<file path="src/rtl/vend_pkg.sv">
// Shared key codes, coin values and FSM state encoding for the vending controller.
package vend_pkg;

    localparam logic [3:0] KEY_COIN1  = 4'h1;
    localparam logic [3:0] KEY_COIN2  = 4'h2;
    localparam logic [3:0] KEY_COIN5  = 4'h5;
    localparam logic [3:0] KEY_SEL_A  = 4'hA;
    localparam logic [3:0] KEY_SEL_B  = 4'hB;
    localparam logic [3:0] KEY_SEL_C  = 4'hC;
    localparam logic [3:0] KEY_SEL_D  = 4'hD;
    localparam logic [3:0] KEY_CANCEL = 4'hE;

    localparam logic [7:0] COIN1_VAL = 8'd1;
    localparam logic [7:0] COIN2_VAL = 8'd2;
    localparam logic [7:0] COIN5_VAL = 8'd5;

    typedef enum logic [1:0] {
        IDLE    = 2'd0,
        COLLECT = 2'd1,
        VEND    = 2'd2,
        CHANGE  = 2'd3
    } state_t;

    // Zero means "not a coin key".
    function automatic logic [7:0] coin_value(input logic [3:0] code);
        case (code)
            KEY_COIN1: coin_value = COIN1_VAL;
            KEY_COIN2: coin_value = COIN2_VAL;
            KEY_COIN5: coin_value = COIN5_VAL;
            default:   coin_value = 8'd0;
        endcase
    endfunction

endpackage

</file>
<file path="src/rtl/vend_if.sv">
// Keypad-in / status-out bundle between the debounced keypad and the vending controller.
interface vend_if;
    logic       key_valid;
    logic [3:0] key_code;
    logic [7:0] credit;
    logic       dispense;
    logic [1:0] product;
    logic [7:0] change;
    logic       change_valid;
    logic       coin_reject;
    logic       insufficient;
    logic       busy;

    modport master (
        output key_valid, key_code,
        input  credit, dispense, product, change, change_valid,
               coin_reject, insufficient, busy
    );

    modport slave (
        input  key_valid, key_code,
        output credit, dispense, product, change, change_valid,
               coin_reject, insufficient, busy
    );
endinterface

</file>
<file path="src/rtl/vend_timer.sv">
// Loadable down-counter holding the dispense pulse; done is combinational on count==0.
// Load takes priority over decrement; no backpressure, counts only while en is high.
module vend_timer #(
    parameter int W = 16
) (
    input  logic         clk,
    input  logic         reset,
    input  logic         load,
    input  logic         en,
    input  logic [W-1:0] load_val,
    output logic         done
);
    logic [W-1:0] count;

    always_ff @(posedge clk) begin
        if (reset) begin
            count <= '0;
        end else if (load) begin
            count <= load_val;
        end else if (en && count != '0) begin
            count <= count - 1'b1;
        end
    end

    assign done = (count == '0);
endmodule

</file>
<file path="src/rtl/vend_controller.sv">
// Vending sequencer: key strobe in cycle N takes effect at N+1, all outputs registered.
// No backpressure: keys arriving while busy (VEND/CHANGE) are silently dropped.
module vend_controller
    import vend_pkg::*;
#(
    parameter logic [7:0]  PRICE_A         = 8'd15,
    parameter logic [7:0]  PRICE_B         = 8'd20,
    parameter logic [7:0]  PRICE_C         = 8'd35,
    parameter logic [7:0]  PRICE_D         = 8'd50,
    parameter logic [7:0]  MAX_CREDIT      = 8'd99,
    parameter logic [15:0] DISPENSE_CYCLES = 16'd4
) (
    input  logic  clk,
    input  logic  reset,
    vend_if.slave bus
);
    state_t     state;
    logic [7:0] credit;
    logic [7:0] refund;
    logic       dispense;
    logic [1:0] product;
    logic [7:0] change;
    logic       change_valid;
    logic       coin_reject;
    logic       insufficient;
    logic       busy;

    logic [7:0] coin_val;
    logic [8:0] coin_sum;
    logic [7:0] price;
    logic [1:0] sel;
    logic       take_key;
    logic       is_coin;
    logic       is_sel;
    logic       is_cancel;
    logic       vend_go;
    logic       timer_done;

    always_comb begin
        coin_val  = coin_value(bus.key_code);
        is_coin   = (coin_val != 8'd0);
        coin_sum  = {1'b0, credit} + {1'b0, coin_val};
        is_sel    = (bus.key_code >= KEY_SEL_A) && (bus.key_code <= KEY_SEL_D);
        is_cancel = (bus.key_code == KEY_CANCEL);
        sel       = 2'(bus.key_code - KEY_SEL_A);
        case (sel)
            2'd0:    price = PRICE_A;
            2'd1:    price = PRICE_B;
            2'd2:    price = PRICE_C;
            default: price = PRICE_D;
        endcase
        take_key = bus.key_valid && (state == IDLE || state == COLLECT);
        vend_go  = take_key && is_sel && (state == COLLECT) && (credit >= price);
    end

    // Loaded with one less than the hold length: the load cycle itself is the first dispense cycle.
    vend_timer #(.W(16)) u_timer (
        .clk      (clk),
        .reset    (reset),
        .load     (vend_go),
        .en       (state == VEND),
        .load_val (DISPENSE_CYCLES - 16'd1),
        .done     (timer_done)
    );

    always_ff @(posedge clk) begin
        if (reset) begin
            state        <= IDLE;
            credit       <= 8'd0;
            refund       <= 8'd0;
            dispense     <= 1'b0;
            product      <= 2'd0;
            change       <= 8'd0;
            change_valid <= 1'b0;
            coin_reject  <= 1'b0;
            insufficient <= 1'b0;
            busy         <= 1'b0;
        end else begin
            coin_reject  <= 1'b0;
            insufficient <= 1'b0;
            change_valid <= 1'b0;
            change       <= 8'd0;
            case (state)
                IDLE, COLLECT: begin
                    if (take_key && is_coin) begin
                        if (coin_sum <= {1'b0, MAX_CREDIT}) begin
                            credit <= coin_sum[7:0];
                            state  <= COLLECT;
                        end else begin
                            coin_reject <= 1'b1;
                        end
                    end else if (take_key && is_sel) begin
                        if (vend_go) begin
                            product  <= sel;
                            refund   <= credit - price;
                            credit   <= 8'd0;
                            dispense <= 1'b1;
                            busy     <= 1'b1;
                            state    <= VEND;
                        end else begin
                            insufficient <= 1'b1;
                        end
                    end else if (take_key && is_cancel && state == COLLECT) begin
                        change       <= credit;
                        change_valid <= 1'b1;
                        credit       <= 8'd0;
                        busy         <= 1'b1;
                        state        <= CHANGE;
                    end
                end
                VEND: begin
                    if (timer_done) begin
                        dispense <= 1'b0;
                        if (refund != 8'd0) begin
                            change       <= refund;
                            change_valid <= 1'b1;
                            state        <= CHANGE;
                        end else begin
                            busy  <= 1'b0;
                            state <= IDLE;
                        end
                    end
                end
                CHANGE: begin
                    busy  <= 1'b0;
                    state <= IDLE;
                end
            endcase
        end
    end

    assign bus.credit       = credit;
    assign bus.dispense     = dispense;
    assign bus.product      = product;
    assign bus.change       = change;
    assign bus.change_valid = change_valid;
    assign bus.coin_reject  = coin_reject;
    assign bus.insufficient = insufficient;
    assign bus.busy         = busy;
endmodule

</file>
<file path="src/flat_wrapper.sv">
// flat-port wrapper written by rule: the top's interface ports become plain ports
module vend_controller_flat import vend_pkg::*;
#(
    parameter logic [7:0]  PRICE_A         = 8'd15,
    parameter logic [7:0]  PRICE_B         = 8'd20,
    parameter logic [7:0]  PRICE_C         = 8'd35,
    parameter logic [7:0]  PRICE_D         = 8'd50,
    parameter logic [7:0]  MAX_CREDIT      = 8'd99,
    parameter logic [15:0] DISPENSE_CYCLES = 16'd4
)
  (clk, reset, bus_key_valid, bus_key_code, bus_credit, bus_dispense, bus_product, bus_change, bus_change_valid, bus_coin_reject, bus_insufficient, bus_busy);
  vend_if bus_i ();
  input  logic clk;
  input  logic reset;
  input wire logic [$bits(bus_i.key_valid)-1:0] bus_key_valid;
  input wire logic [$bits(bus_i.key_code)-1:0] bus_key_code;
  output wire logic [$bits(bus_i.credit)-1:0] bus_credit;
  output wire logic [$bits(bus_i.dispense)-1:0] bus_dispense;
  output wire logic [$bits(bus_i.product)-1:0] bus_product;
  output wire logic [$bits(bus_i.change)-1:0] bus_change;
  output wire logic [$bits(bus_i.change_valid)-1:0] bus_change_valid;
  output wire logic [$bits(bus_i.coin_reject)-1:0] bus_coin_reject;
  output wire logic [$bits(bus_i.insufficient)-1:0] bus_insufficient;
  output wire logic [$bits(bus_i.busy)-1:0] bus_busy;
  assign bus_i.key_valid = bus_key_valid;
  assign bus_i.key_code = bus_key_code;
  assign bus_credit = bus_i.credit;
  assign bus_dispense = bus_i.dispense;
  assign bus_product = bus_i.product;
  assign bus_change = bus_i.change;
  assign bus_change_valid = bus_i.change_valid;
  assign bus_coin_reject = bus_i.coin_reject;
  assign bus_insufficient = bus_i.insufficient;
  assign bus_busy = bus_i.busy;
  vend_controller #(.PRICE_A(PRICE_A), .PRICE_B(PRICE_B), .PRICE_C(PRICE_C), .PRICE_D(PRICE_D), .MAX_CREDIT(MAX_CREDIT), .DISPENSE_CYCLES(DISPENSE_CYCLES)) u_core (.clk(clk), .reset(reset), .bus(bus_i));
endmodule
</file>
<file path="config.mk">
export PLATFORM = sky130hd
export DESIGN_NAME = vend_controller_flat
export DESIGN_NICKNAME = d
export VERILOG_FILES = /design/src/rtl/vend_pkg.sv /design/src/rtl/vend_if.sv /design/src/rtl/vend_timer.sv /design/src/rtl/vend_controller.sv /design/src/flat_wrapper.sv
export SDC_FILE = /design/constraint.sdc
export NUM_CORES = 1
export LEC_CHECK = 0
export ABC_AREA = 1
export ABC_CLOCK_PERIOD_IN_PS = 2600
export BUFFER_PORTS_ARGS = -buffer_cell sky130_fd_sc_hd__buf_2
export CAP_MARGIN = 15
export CORE_ASPECT_RATIO = 0.5
export CORE_UTILIZATION = 50
export DETAILED_ROUTE_END_ITERATION = 10
export GPL_TIMING_DRIVEN = 1
export PLACE_DENSITY = 0.69
export SYNTH_ARGS = -nofsm -noshare
export SYNTH_HDL_FRONTEND = slang
export SYNTH_SLANG_ARGS = --single-unit
</file>
<file path="constraint.sdc">
create_clock -name clk -period 2.6 [get_ports clk]
set_clock_uncertainty 0.15 [all_clocks]
set_input_delay 0.13 -clock clk [delete_from_list [all_inputs] [get_ports clk]]
set_output_delay 0.13 -clock clk [all_outputs]
set_load 0.02 [all_outputs]
</file>
== Yosys cells after proc, flatten, opt, wreduce, memory -nomap -nowiden ==
Index checks and enable logic that the tools add are counted.
Storage, ports and cells
  register bits: 49
  bits of input ports: 7
  output and inout port bits: 23
  word-level logic and storage cells: 114
Cells by class
  add/sub/neg operators: 4
  $lt $le $gt $ge: 4
  equality and inequality tests: 21
  multiplexer cells: 42
  bitwise logic cells: 3
  reduce and logical (&&, ||, !) cells: 28
Operators with widths (number)
  2-to-1 mux 8 bit: 10
  2-to-1 mux 2 bit: 9
  one-hot mux 6 bit (3 select lines): 1
  logical NOT 16 bit: 1
  2-to-1 mux 1 bit: 16
  one-hot mux 8 bit (2 select lines): 1
  nonzero test 16 bit: 1
  nonzero test 8 bit: 2
  subtractor 16 x 1 -> 16 bit, second input constant: 1
  AND reduction 4 bit: 3
  AND reduction 5 bit: 2
  adder 8 x 3 -> 9 bit: 1
  less-or-equal comparator 9 x 7 -> 1 bit, second input constant: 1
  logical AND 1 bit: 9
  inequality test 3 bit, second input constant: 3
  one-hot mux 3 bit (3 select lines): 1
  >= comparator 8 x 6 -> 1 bit: 1
  inequality test 2 bit, second input constant: 4
  subtractor 8 x 6 -> 8 bit: 1
  == test 2 bit, second input constant: 3
  one-hot mux 2 bit (3 select lines): 1
  == test 2 x 1 -> 1 bit, second input constant: 2
  == test 4 x 1 -> 1 bit, second input constant: 1
  == test 4 x 2 -> 1 bit, second input constant: 1
  19 further kinds: 26

== Depth between registers and ports, before layout ==
Gate-level depths: netlist of run 1.
  depth after elaboration: 10
  gate-level depth with buffers: 18
  depth with buffers taken out: 18

== Modules after synthesis ==
A second synthesis of run 1 with hierarchy kept.
Second synthesis, totals
  cell total of the unflattened synthesis: 476
  area, all modules: 3104.2 µm²
Modules (own cells, without submodules)
  vend_controller: times used 1, cells an instance 264, area an instance 1909.3 µm², seq. area each 660.6 µm²
  vend_timer: times used 1, cells an instance 212, area an instance 1194.9 µm², seq. area each 320.3 µm²

== Worst setup path before layout of run 1 ==
Ideal clock, no wire load.
  path type: register to register
  start: register u_core.credit[0] (netlist: u_core.bus.credit[0])
  end: register u_core.credit[1] (netlist: u_core.bus.credit[1])
  setup time: 0.114 ns
  arrival: 1.888 ns
  data required time: 2.336 ns
  slack: 0.448 ns
  stages on the path, launching flop included: 13
  period minus slack after synthesis: 2.152 ns
  path through: dfxtp_1 > ha_1 > fa_1 > nand3_1 > nand2_1 > nand3_1 > nand2_1 > inv_1 > nand2_1 > o21ai_2 > nor2_4 > nor2_1 > nor2_1
Between the ends
  longest elaborated chain between the ends: 4
  elaborated cells between the ends (all ways): 9
  classes of those cells: add/sub (1); order compare (2); eq/ne (2); mux (2); reduce/logical (2)
Ends and longest elaborated chain
  start, declared: RTL line vend_controller.sv:18  | logic [7:0] credit;
  start signal, assigned: RTL line vend_controller.sv:87  | credit <= coin_sum[7:0];
  adder 8 x 3 -> 9 bit / >= comparator 8 x 6 -> 1 bit (equally long branches): RTL line vend_controller.sv:42, vend_controller.sv:53
  less-or-equal comparator 9 x 7 -> 1 bit / logical AND 1 bit (equally long branches): RTL line vend_controller.sv:86, vend_controller.sv:53
  inequality test 2 bit (no line) / inequality test 3 bit (equally long branches)
  AND reduction 4 bit (no line)
Several ways; a longest one is shown, not always the timed one. The select of a mux whose other input is x is not followed.
A chain may end at the register's enable or synchronous reset.

== Worst setup path in the final report of run 1 ==
  start: register u_core.credit[0] (netlist: u_core.bus.credit[0])
  end: register u_core.credit[3] (netlist: u_core.bus.credit[3])
The elaborated chain is that of the path after synthesis.

==> metrics.cfg, run 1 <==
[outcome]
outcome = finished, violations left
violations = design-rule violations

[placed_design]
globalplace.congestion = 0.8572
dp.cells = 532
place_area_mm2 = 0.003196
dpl_worst_slack_ns = 0.1657
io_buffers = 29
dpl.hpwl_um = 5130

[power_and_ir_drop]
ir_worst_vdd_uv = 334.7
cellPowerDensity_mw_per_mm2 = 1075
p_leak_uw = 0.001689
p_sw_share_pct = 43.50
intPower_uw = 2044
power_uw = 3618
p_comb_share_pct = 50.0
p_switching_uw = 1574
clock_power_share_pct = 20.4
power.share.sequential_pct = 29.6

[yosys]
synth.cell_area_mm2 = 0.002968
avgSynthCellArea_um2 = 6.854
yosys_warnings = 0
synth_xor_area_share_pct = 6.197
synth_edf_count = 0
synth_top_family_by_area = simple AND/OR/NAND/NOR gates
seq_area_frac_synth_pct = 33.05
synth_ff_type = dfxtp_1
synthAdderAreaFrac_pct = 5.987
synthSimpleGateAreaFrac_pct = 36.80
synth.area.mux_share_pct = 0
synth_compound_area_share_pct = 9.444
synth_seq_cells = 49
syn_nets = 453
async_reset_ff_share_pct = 0
synth.distinct_cells = 37
syn_inst = 433

[final_layout]
stdcell_area_mm2 = 0.003366
syn_to_final_growth_pct = 13.41
fill_cells = 561
final_nets = 487
drive_above_1_share_pct = 16.49
final_cells = 540
diodes = 0

[sta]
max_slew_margin_pct = 72.73
setup_ws_ns = 0.2666
setup_viol = 0
period_share_pct = 89.75
rsz0062_at_grt = no
setup-tns-final_ns = 0
final_hold_viol_count = 0
tightest_slew_ns = 0.4084
slew_violations = 0
fmax_mhz = 428.6
layout_min_cycle_time_ns = 2.333

[setup_path]
crit_type = reg -> reg
cp_max_fo = 8
crit_required_ns = 2.64
worstSetupEndpointType = register
cp.arrival_ns = 2.37
critPathLaunchType = register

[die]
pin_count = 30
die_x_um = 111.0
rows = 19
die-area_mm2 = 0.006267
start_util_pct = 52.90
coreArea_mm2 = 0.005610
die_h_um = 56.48

[routing]
first_pass_iters = 7
drtIter0Drc = 159
ant_nets = 0
vias = 2740
drc_errors = 2
routedWlPerCell_um = 12.82
wirelength_um = 6922
vias_per_cell = 5.074

[grt]
grt_overflow_total = 0
first_global_vias = 2516
antenna_found_initial = 0
grt_usage_pct = 24.56
grt_pass1_wl_um = 11900
grt_max_degree = 21

[clocking]
clock_latency_ns = 0.29
cts_tree = done
clk_path_buf_depth = 2
cts_buffers = 5
htree_levels = 2
cts_setup_buffers = 0
hold_buffers = 1
cts_sinks = 49
clockRootBuffer = clkbuf_16
cts_resized = 0
clk_pin_slew_worst_paths_ns = 0.07

[flow_run]
drv_cap = 0

[worst_hold_path]
hold_class = in -> reg

power groups by stage:
| stage | clock network (µW) | logic, µW | registers, µW |
|---|---|---|---|
| finish | 738 | 1810 | 1070 |
| global route | 785 | 2090 | 1090 |
| CTS | 753 | 1820 | 1070 |
| detailed placement | 0 | 1810 | 1080 |
| global placement | 0 | 1800 | 1080 |
| floorplan | 0 | 1460 | 1090 |
worst paths after layout:
| path | from | end | cells after the start | slack [ns] |
|---|---|---|---|---|
| max reg2reg | u_core.bus.credit[0] | u_core.bus.credit[3] | 12 | 0.27 |
| max | u_core.bus.credit[0] | u_core.bus.credit[3] | 12 | 0.27 |
| min | reset | u_core.bus.insufficient | 2 | 0.03 |
| min reg2reg | u_core.refund[7] | u_core.bus.change[7] | 2 | 0.33 |
stage by stage:
stage	util [%]	hold slack, ns
finish	59.99	0.03156
global route	59.99	0.05284
CTS	59.99	0.02738
detailed placement	56.96	0.2672
global placement	56.96	0.2532
floorplan	-	0.05847
synthesized netlist by cell type (2+ instances only):
master | count | area (µm²)
nor2_2 | 6 | 37.54
buf_2 | 4 | 20.02
nand2_4 | 2 | 22.52
a21oi_1 | 33 | 165.2
ha_1 | 11 | 137.6
nor3_2 | 2 | 20.02
nor3_1 | 8 | 40.04
nor2_1 | 57 | 214.0
nor2_4 | 5 | 56.30
a211oi_1 | 2 | 15.01
dfxtp_1 | 49 | 980.9
fa_1 | 2 | 40.04
nand4_1 | 6 | 37.54
nand2_2 | 7 | 43.79
xor2_1 | 17 | 148.9
clkbuf_1 | 2 | 7.510
inv_2 | 5 | 18.77
o21ai_0 | 11 | 55.05
buf_4 | 2 | 15.01
inv_1 | 44 | 165.2
nand2_1 | 112 | 420.4
xnor2_1 | 4 | 35.03
nand3_1 | 28 | 140.1
cells in the final DEF, fill, tap and decap left out, drive strengths merged, types with 4 or more instances in the layout:
| cell type | netlist | routed |
|---|---|---|
| nand2 | 121 | 121 |
| nor2 | 68 | 68 |
| inv | 50 | 50 |
| dfxtp | 49 | 49 |
| buf | 7 | 35 |
| a21oi | 34 | 34 |
| nand3 | 30 | 30 |
| xor2 | 17 | 17 |
| o21ai | 14 | 14 |
| ha | 11 | 11 |
| nor3 | 10 | 10 |
| nand4 | 7 | 7 |
| clkbuf | 2 | 5 |
| xnor2 | 4 | 4 |
layer usage:
metal	vias up	part of all wire [%]	wire length [µm]	track usage, %
li1	1440	-	-	-
met1	1253	53	3685	34.54
met2	39	42	2891	37.74
met3	8	3.7	254	4.968
met4	0	1.3	90	8.023
met5	-	0	0	0
worst max-delay path, cell delays in order (launching register included):
cell and delay, ns:
dfxtp_1 0.37, ha_1 0.26, fa_1 0.43, nand3_1 0.12
nand2_1 0.07, nand3_1 0.12, nand2_1 0.07, inv_1 0.07
nand2_1 0.09, o21ai_2 0.23, nor2_4 0.09, nor2_1 0.11
nor2_1 0.06
logic make-up (layout without fill, tap and decap cells):
family | Yosys count | in the layout
buffers and inverters | 60 | 94
XOR/XNOR | 21 | 21
AND/OR/NAND/NOR | 239 | 239
flip-flops | 49 | 49
AO/OA/AOI/OAI | 51 | 51
adder cells (fa/ha/maj) | 13 | 13
state kept, by name, summed over array words and instances, names as in the netlist:
name / count
u_core.u_timer.count: 16
u_core.bus.product: 2
u_core.bus.change_valid: 1
u_core.refund: 8
u_core.bus.dispense: 1
u_core.bus.change: 8
u_core.state: 2
u_core.bus.credit: 8
u_core.bus.busy: 1
u_core.bus.coin_reject: 1
u_core.bus.insufficient: 1
area by class of cell:
type                    count  area (µm²)  share of cell area, %
clock buffers               5       125.1                  3.717
clock inverters             2       35.03                  1.041
inverters                  51       198.9                  5.911
multi-input cells         324        1734                  51.52
flip-flops and latches     49       980.9                  29.14
well taps                  73       91.34                  2.714
repair buffers             36       200.2                  5.948
No activity file was read; power rests on OpenSTA's default activity.
==> inputs of run 2 (changes only) <==
CORE_UTILIZATION = 45   (was 50)
CTS_BUF_LIST = sky130_fd_sc_hd__clkbuf_4   (was not set)
PLACE_DENSITY = not set   (was 0.69)
==> metrics.cfg, run 2 (synthesized netlist as in run 1, its figures left out) <==
[outcome]
outcome = complete, no violations

[final_layout]
multiInputGateArea_mm2 = 0.001795
final_common_cell = nand2_1
diodes = 0
final_nets = 489
drive_above_1_share_pct = 17.87
layout_common_cells = nand2_1, nor2_1, dfxtp_1
syn_to_final_growth_pct = 12.82
ff_latch_area_um2 = 980.9
top_register = u_core.u_timer.count
final_util_pct = 53.95
fill_cells = 654
largest_reg_flops = 16

[flow_run]
drv_cap = 0

[grt]
antenna_found_initial = 0
grt_usage_pct = 23.03
grt_max_degree = 20
grt_overflow_total = 0
first_global_vias = 2581
grt_pass1_wl_um = 12050

[die]
start_util_pct = 47.82
die_x_um = 116.9
rows = 20
die_h_um = 59.43
die-area_mm2 = 0.006944
pin_count = 30
coreArea_mm2 = 0.006206

[sta]
setup_viol = 0
max_slew_margin_pct = 71.38
tightest_slew_ns = 0.4286
fmax_mhz = 408.6
period_share_pct = 94.14
slew_violations = 0
final_hold_viol_count = 0
setup-tns-final_ns = 0
layout_min_cycle_time_ns = 2.448

[clocking]
cts_buffers = 5
clockRootBuffer = clkbuf_4
clk_path_buf_depth = 2
cts_tree = done
htree_levels = 2
clock_latency_ns = 0.37
clk_pin_slew_worst_paths_ns = 0.15
cts_setup_buffers = 0
cts_sinks = 49

[routing]
wirelength_um = 7366
first_pass_iters = 4
ant_nets = 0
vias_per_cell = 5.002
drc_errors = 0
drtIter0Drc = 183
vias = 2791
routedWlPerCell_um = 13.20

[setup_path]
crit_type = in -> reg
r2r-end = u_core.bus.credit[4]
reg2reg_slack_ns = 0.24
critPathSlowestCell = dlygate4sd3_1
ff2ff_path_depth = 15
rr_startpoint = u_core.bus.credit[0]
critPathMaxStageDelay_ns = 0.52
critPathLaunchType = input pin
worst-path-buf-inv = 3
cpMostUsedCell = nand2_1
worstSetupEndpointType = register
cp.arrival_ns = 2.62
cp_max_fo = 8
path_cells = dlygate4sd3_1 > buf_2 > nand3_2 > inv_1 > ha_2 > fa_2 > nand2_1 > nand2_1 > nand3_1 > nand2_1 > nor2_1 > nand2_1 > nand2_2 > o21ai_4 > nor2_4 > nor2_1 > nor2_1
crit_family = simple AND/OR/NAND/NOR gates
crit_required_ns = 2.77

[power_and_ir_drop]
ir_worst_vdd_uv = 348.9
p_sw_share_pct = 47.95
cellPowerDensity_mw_per_mm2 = 976.6
clock_power_share_pct = 10.7
power.share.sequential_pct = 32.8
intPower_uw = 1702
p_comb_share_pct = 56.5
p_leak_uw = 0.001645
power_uw = 3270
p_switching_uw = 1568

[worst_hold_path]
hp-start = bus_key_valid
holdPathStages = 5
min_to = u_core.bus.change_valid
hold_class = in -> reg

[placed_design]
dpl.hpwl_um = 5443
io_buffers = 29
globalplace.congestion = 0.8903

## run 2: repair_timing
item                                    in CTS  in global routing
hold endpoints to repair                    13                  0
endpoints found under the setup margin       0                 24
hold buffers                                 3                  0
resized for setup                            0                 12
## run 2: routing by layer
| metal | routed length, µm | up-vias | track usage [%] |
|---|---|---|---|
| met2 | 3303 | 45 | 37.70 |
| met4 | 30 | 0 | 4.521 |
| met1 | 3669 | 1290 | 31.17 |
| met5 | 0 | - | 0 |
| met3 | 363 | 4 | 5.624 |
| li1 | - | 1452 | - |
## run 2: layout make-up
cell class,count,share of cell area [%]
Clock buffer,5,1.121
Tap cell,88,3.289
Sequential cell,49,29.30
Multi-Input combinational cell,325,53.62
Clock inverter,3,0.3737
Inverter,51,5.942
Timing Repair Buffer,37,6.353
## run 2: power by group through the flow
stage                     Combinational [µW]  Sequential, µW  Clock (µW)
after detailed placement                1830            1090           0
after global placement                  1810            1080           0
after global routing                    2100            1090         395
final                                   1850            1070         349
after floorplan                         1460            1090           0
after CTS                               1840            1070         361
## run 2: worst max-delay path by stage
stage | startpoint | to | depth (start not counted) | slack [ns]
after floorplan | u_core.bus.credit[0] | u_core.bus.credit[1] | 12 | 0.45
after global placement | bus_key_code[1] | u_core.bus.credit[5] | 16 | 0.16
after detailed placement | bus_key_code[1] | u_core.bus.credit[5] | 16 | 0.10
after CTS | bus_key_code[0] | u_core.bus.credit[1] | 16 | 0.05
after global routing | bus_key_code[0] | u_core.bus.credit[1] | 17 | -0.03
final | bus_key_code[0] | u_core.bus.credit[1] | 17 | 0.15
## run 2: metrics by stage
step                setup slack [ns]  cell area (µm²)  std cells  hold WS (ns)
detailed placement            0.1002             3207        546        0.2749
floorplan                     0.4483             2968        433       0.05847
CTS                          0.04838             3287        557       0.09179
finish                        0.1524             3348        558        0.1091
global route                -0.02629             3348        558        0.1433
global placement              0.1607             3207        546        0.2700
## run 2: tightest hold or removal path: cells and delay by family
kind | cells | cell delay (ns)
AO/OA/AOI/OAI | 1 | 0.08
buffers and inverters | 2 | 0.19
AND/OR/NAND/NOR | 2 | 0.16
